**src/rtl/mem_port_arbiter.sv**
```systemverilog
// Arbitrates one single-port synchronous RAM between the IF stage (read-only
// fetch) and the MEM stage (lw/sw). One access at a time, MEM has priority,
// and operands are latched at grant.
//
// Ports:
//   clock, reset            rising-edge clock, async active-high reset
//   if_req/if_addr          fetch request (level, held until if_ack)
//   if_ack/if_rdata         one-cycle ack pulse, registered fetch data
//   mem_req/mem_we/...      data request (level, held until mem_ack)
//   mem_ack/mem_rdata       one-cycle ack pulse, registered load data
//   ram_en/ram_we/...       RAM strobe (one cycle per grant) and latched operands
//   ram_rdata               RAM read data, valid MEM_LATENCY cycles after ram_en
//   stall                   combinational: any request not yet acked
//   busy                    high in every state but IDLE
module mem_port_arbiter #(
  parameter int unsigned MEM_LATENCY = 2,
  parameter int unsigned ADDR_W      = 32,
  parameter int unsigned DATA_W      = 32
) (
  input  logic              clock,
  input  logic              reset,
  input  logic              if_req,
  input  logic [ADDR_W-1:0] if_addr,
  output logic              if_ack,
  output logic [DATA_W-1:0] if_rdata,
  input  logic              mem_req,
  input  logic              mem_we,
  input  logic [ADDR_W-1:0] mem_addr,
  input  logic [DATA_W-1:0] mem_wdata,
  output logic              mem_ack,
  output logic [DATA_W-1:0] mem_rdata,
  output logic              ram_en,
  output logic              ram_we,
  output logic [ADDR_W-1:0] ram_addr,
  output logic [DATA_W-1:0] ram_wdata,
  input  logic [DATA_W-1:0] ram_rdata,
  output logic              stall,
  output logic              busy
);

  localparam int unsigned CNT_W = 4;

  typedef enum logic [1:0] {IDLE, ISSUE, WAIT, ACK} state_t;

  state_t             state, state_n;
  logic [CNT_W-1:0]   cnt, cnt_n;
  logic               owner_mem, owner_mem_n;
  logic               owner_req;
  logic               ram_en_n, ram_we_n, if_ack_n, mem_ack_n, busy_n;
  logic [ADDR_W-1:0]  ram_addr_n;
  logic [DATA_W-1:0]  ram_wdata_n, if_rdata_n, mem_rdata_n;

  // Stall is the only unregistered output: it must drop in the ack cycle.
  assign stall = (if_req & ~if_ack) | (mem_req & ~mem_ack);

  // Request line of whoever currently owns the RAM; low means flushed.
  assign owner_req = owner_mem ? mem_req : if_req;

  // State and registered outputs.
  always_ff @(posedge clock or posedge reset) begin
    if (reset) begin
      state     <= IDLE;
      cnt       <= '0;
      owner_mem <= 1'b0;
      ram_en    <= 1'b0;
      ram_we    <= 1'b0;
      ram_addr  <= '0;
      ram_wdata <= '0;
      if_ack    <= 1'b0;
      mem_ack   <= 1'b0;
      if_rdata  <= '0;
      mem_rdata <= '0;
      busy      <= 1'b0;
    end else begin
      state     <= state_n;
      cnt       <= cnt_n;
      owner_mem <= owner_mem_n;
      ram_en    <= ram_en_n;
      ram_we    <= ram_we_n;
      ram_addr  <= ram_addr_n;
      ram_wdata <= ram_wdata_n;
      if_ack    <= if_ack_n;
      mem_ack   <= mem_ack_n;
      if_rdata  <= if_rdata_n;
      mem_rdata <= mem_rdata_n;
      busy      <= busy_n;
    end
  end

  // Next state and next values of the registered outputs.
  always_comb begin
    state_n     = state;
    cnt_n       = cnt;
    owner_mem_n = owner_mem;
    ram_en_n    = 1'b0;
    ram_we_n    = ram_we;
    ram_addr_n  = ram_addr;
    ram_wdata_n = ram_wdata;
    if_ack_n    = 1'b0;
    mem_ack_n   = 1'b0;
    if_rdata_n  = if_rdata;
    mem_rdata_n = mem_rdata;

    case (state)
      IDLE: begin
        // MEM first: it belongs to the older instruction.
        if (mem_req) begin
          owner_mem_n = 1'b1;
          ram_addr_n  = mem_addr;
          ram_we_n    = mem_we;
          ram_wdata_n = mem_wdata;
          ram_en_n    = 1'b1;
          state_n     = ISSUE;
        end else if (if_req) begin
          owner_mem_n = 1'b0;
          ram_addr_n  = if_addr;
          ram_we_n    = 1'b0;
          ram_en_n    = 1'b1;
          state_n     = ISSUE;
        end
      end
      ISSUE: begin
        cnt_n   = CNT_W'(MEM_LATENCY);
        state_n = WAIT;
      end
      WAIT: begin
        cnt_n = cnt - CNT_W'(1);
        // Last wait cycle: ram_rdata is valid now. A dropped request
        // (flush) still completes the RAM access but gets no ack or data.
        if (cnt == CNT_W'(1)) begin
          state_n = ACK;
          if (owner_req) begin
            if (owner_mem) begin
              mem_ack_n = 1'b1;
              if (!ram_we) begin
                mem_rdata_n = ram_rdata;
              end
            end else begin
              if_ack_n   = 1'b1;
              if_rdata_n = ram_rdata;
            end
          end
        end
      end
      ACK: begin
        // Requests are not sampled here so a still-high req is not re-served.
        state_n = IDLE;
      end
      default: state_n = IDLE;
    endcase

    busy_n = (state_n != IDLE);
  end

endmodule

```
**config.mk**
```make
export PLATFORM = sky130hd
export DESIGN_NAME = mem_port_arbiter
export DESIGN_NICKNAME = d
export VERILOG_FILES = /design/src/rtl/mem_port_arbiter.sv
export SDC_FILE = /design/constraint.sdc
export NUM_CORES = 1
export LEC_CHECK = 0
export BUFFER_PORTS_ARGS = -buffer_cell sky130_fd_sc_hd__buf_2
export CELL_PAD_IN_SITES_DETAIL_PLACEMENT = 2
export CELL_PAD_IN_SITES_GLOBAL_PLACEMENT = 2
export CORE_ASPECT_RATIO = 0.8
export CORE_MARGIN = 2
export CORE_UTILIZATION = 31
export DETAILED_ROUTE_END_ITERATION = 10
export GPL_ROUTABILITY_DRIVEN = 1
export PLACE_DENSITY = 0.84
export SETUP_SLACK_MARGIN = 0.2
export SLEW_MARGIN = 5
export SYNTH_ARGS = -nofsm -noshare
export SYNTH_HDL_FRONTEND = slang
export SYNTH_SLANG_ARGS = --single-unit
export TNS_END_PERCENT = 1
```
**constraint.sdc**
```tcl
create_clock -name clock -period 6.01 [get_ports clock]
set_clock_uncertainty 0.05 [all_clocks]
set_input_delay 0.3005 -clock clock [delete_from_list [all_inputs] [get_ports clock]]
set_output_delay 0.3005 -clock clock [all_outputs]
set_load 0.1 [all_outputs]
```
Word-level counts from Yosys, hierarchy flattened --
Index checks and enable logic that the tools add are counted.
Storage, ports and cells: register bits after elaboration 140, logic and storage cells 54, output and inout bits 134, input bits 133
Cells by class: muxes and demuxes 22, reduce and logical (&&, ||, !) cells 8, bitwise logic cells 7, eq/ne operators 4, $add $sub $neg 1
Operator list (count):
- 32-bit 2-to-1 mux | 2
- 1-bit 2-to-1 mux | 15
- 2-bit one-hot mux with 4 select lines | 1
- 4-bit one-hot mux with 2 select lines | 1
- 2-bit 2-to-1 mux | 3
- 2-bit nonzero test | 3
- 5-bit AND reduction | 1
- 2-bit equality test (second input constant) | 2
- 4-bit by 1-bit equality test with 1-bit output (second input constant) | 1
- 1-bit NOT | 4
- 2-bit AND reduction | 2
- 4-bit AND reduction | 1
- 4-bit by 1-bit subtractor with 4-bit output (second input constant) | 1
- 1-bit bitwise AND | 2
- 2-bit by 1-bit equality test with 1-bit output (second input constant) | 1
- 2-bit zero test | 1
- 1-bit OR | 1

Depth between registers and ports, before layout --
word-level depth 4, gate-level depth with buffers 7, depth with buffers taken out 5

Least setup slack after synthesis --
No wires, ideal clock.
path kind input to output, from input port mem_req, to output port stall, path slack 3138 ps, data required time 5659 ps, stages 4, data arrival time 2521 ps, path buffers 2, cells stage by stage buf_2 buf_1 inv_1 o22ai_1
Between the ends: word-level cells in the longest chain between the ends 2
RTL lines:
- from (decl) | RTL line 26 | input logic mem_req,
- 1-bit bitwise AND | RTL line 54 | assign stall = (if_req & ~if_ack) | (mem_req & ~mem_ack);
- 1-bit OR | RTL line 54
- to (decl) | RTL line 37 | output logic stall,
No other way between the ends.

Worst setup path in the final report --
from register state[0], to register if_rdata[31]
Between the ends: word-level cells in the longest chain between the ends 2
RTL lines:
- from (decl) | RTL line 45 | state_t state, state_n;
- from (signal assigned) | RTL line 75 | state <= state_n;
- 2-bit equality test | RTL line 104 | case (state)
- 4-bit AND reduction (no line)
- to (signal assigned) | RTL line 84 | if_rdata <= if_rdata_n;
- to (decl) | RTL line 25 | output logic [DATA_W-1:0] if_rdata,
No other way between the ends. A chain may end at the register's enable or synchronous reset.

==> results.toml <==
[cells_and_area]
nNetsFinal = 805
drive_gt1_share_pct = 59.0
area_growth_pct = 37.5

[flow_run]
maxCapViolations = 0

[timing]
max_slew_margin_pct = 27.0
timing.setup.tns_ns = 0
fmax_mhz = 378
rsz0062_at_grt = "false"
worstMarginPinSlew_ns = 1.10
fin_crit_ns = 2.64
hold_viol_final = 25
fin_crit_sh_pct = 44.0
slew_violations = 0
whs_ns = -0.0201
setup_violations = 0

[setup_path]
timing.rr.end = "if_rdata[31]"
worstSetupEndpoint = "if_rdata[31]"
path_max_fanout = 33
cp_top_family = "simple AND/OR/NAND/NOR gates"
crit_path_end_kind = "register"
rrSetupSlack_ns = 3.37
rr_startpoint = "state[0]"
reg2regPathDepth = 5
worstPathArrival_ns = 2.90
critPathKind = "register to register"
path_cells = "inv_1, ha_1, nand4bb_1, or3_2, mux2_4"
critPathLaunchType = "register"
critPathRequiredTime_ns = 6.26
slowest_stage = "or3_2"
crit_start = "state[0]"
max_stage_delay_ns = 0.93
cp.buffers_inverters = 1
path_depth = 5

[floorplanning]
initial_core_util_pct = 31.5
rows = 44
die_x_um = 155
coreArea_sq_um = 18100
die_y_um = 125
die-area_sq_um = 19400
pin_count = 267

[clock_tree]
cts_resized = 0
cts_setup_buffers = 0
clockBufferDepth = 2
cts_tree = "done"
root_buffer = "clkbuf_16"
clk-insertion-delay-late_ns = 0.42
cts_made_buffers = 17
cts.sinks = 140
clk_pin_slew_worst_paths_ns = 0.06
h-tree-depth = 4
cts_hold_buf = 0

[logic_synthesis]
yosys_register_bits = 140
synth_enable_flop_cells = 0
synth.area.top_cells = "dfrtp_1 62%, mux2_2 13%, mux2_4 7.7%, mux2i_1 5.8%, o21ai_0 3.2%"
synth_fp_nets = 536
synth_top_flop_cell = "dfrtp_1"
ys_types = 28
synthCells = 398
yosys_warnings = 0
synth_top_area_share_pct = 61.6
yosysTopAreaCell = "dfrtp_1"
synthesis.area_sq_um = 5690
async_reset_ff_share_pct = 100
ys_seq_area_share_pct = 61.6
postSynthAreaPerCell_sq_um = 14.3
synth_commonest_cells = "140 x dfrtp_1, 65 x mux2_2, 38 x nand2_1"
yosysMostFrequentCell = "dfrtp_1"

[routing]
postRouteAntennaNets = 0
drt_iter0_markers = 108
firstDrtPassIters = 4
drc = 0
vias = 4211
vias_per_cell = 4.62
wl_mm = 17.2
routedWlPerCell_um = 18.9

[global_routing]
antenna_found_initial = 2
grt_overflow = 0
grt_pass1_wl_mm = 27.3
grt.total_usage_pct = 18.4
grt_max_degree = 83
grt_pass1_vias = 4895

[status]
violations = "hold timing"
run_status = "finished, violations left"

[placed_design]
dp_hpwl_mm = 12.8
place_congestion = 0.733
portBuffers = 266

[worst_hold_path]
worstHoldPathType = "primary input to asynchronous set/reset pin"
layout make-up:
class / count / area, sq um
diodes: 1 / 2.50
flip-flops and latches: 140 / 3500
clock inverters: 15 / 131
inverters: 11 / 46.3
fillers: 1855 / 10200
well taps: 230 / 288
clock buffers: 17 / 425
repair buffers: 271 / 1370
multi-input cells: 226 / 2050
placed cells by master, fill, tap and decap left out, drive strengths merged:
cell and count:
buf 271, dfrtp 140, mux2 96, nand2 38, o21ai 36, mux2i 33, inv 18, clkbuf 17
ha 5, clkinv 5, clkinvlp 3, nor2 2, nand3 2, or3 2, diode 1, nand4bb 1
nor3 1, nand4 1, o21a 1, nor4b 1, o32ai 1, o211ai 1, o22ai 1, o311ai 1
a32o 1, a31oi 1, nor2b 1
logic make-up after synthesis:
| kind of cell | synth area share, % |
|---|---|
| and+or+nand+nor | 3.79 |
| AOI/OAI and AO/OA | 4.14 |
| muxes | 26.7 |
| DFF | 61.6 |
| adders and majority gates | 1.10 |
| buffers and inverters | 2.62 |
metrics by stage:
stage | utilization (%) | cell area (sq um) | cells | hold slack (ns) | worst slack [ns]
detailed placement | 40.2 | 7260 | 878 | 0.419 | 3.31
global route | 43.3 | 7820 | 910 | 0.0319 | 3.15
finish | 43.3 | 7820 | 911 | -0.0201 | 3.37
floorplan | - | 5690 | 398 | 0.385 | 1.91
CTS | 43.3 | 7820 | 910 | 0.000465 | 3.30
global placement | 40.2 | 7260 | 878 | 0.409 | 3.44
worst reg2reg max path: stages, from the launching register on:
cell and delay [ns]:
dfrtp_1 0.38, inv_1 0.11, ha_1 0.33, nand4bb_1 0.25, or3_2 0.93, mux2_4 0.50
how the worst min path moves through the flow:
| stage | from | to |
|---|---|---|
| after floorplan | ram_rdata[28] | mem_rdata[28] |
| after global placement | ram_addr[7] | ram_addr[7] |
| after detailed placement | ram_addr[21] | ram_addr[21] |
| after CTS | reset | ram_wdata[29] |
| after global routing | reset | ram_wdata[7] |
| final | reset | ram_wdata[29] |
layer usage:
| metal | vias to the layer above | global-route usage, % | routed length, um |
|---|---|---|---|
| met4 | 2 | 6.37 | 244 |
| li1 | 1924 | - | - |
| met2 | 168 | 32.2 | 8780 |
| met1 | 2096 | 21.2 | 7010 |
| met3 | 21 | 5.75 | 1160 |
| met5 | - | 0 | 16 |
flip-flops by register name (all words and copies together) (netlist names), 2 cells and up:
signal     count
if_rdata      32
state          2
cnt            4
mem_rdata     32
ram_wdata     32
ram_addr      32
Power is not shown: default switching activity piles up to over one toggle a cycle in this logic, so the estimate is an artifact.
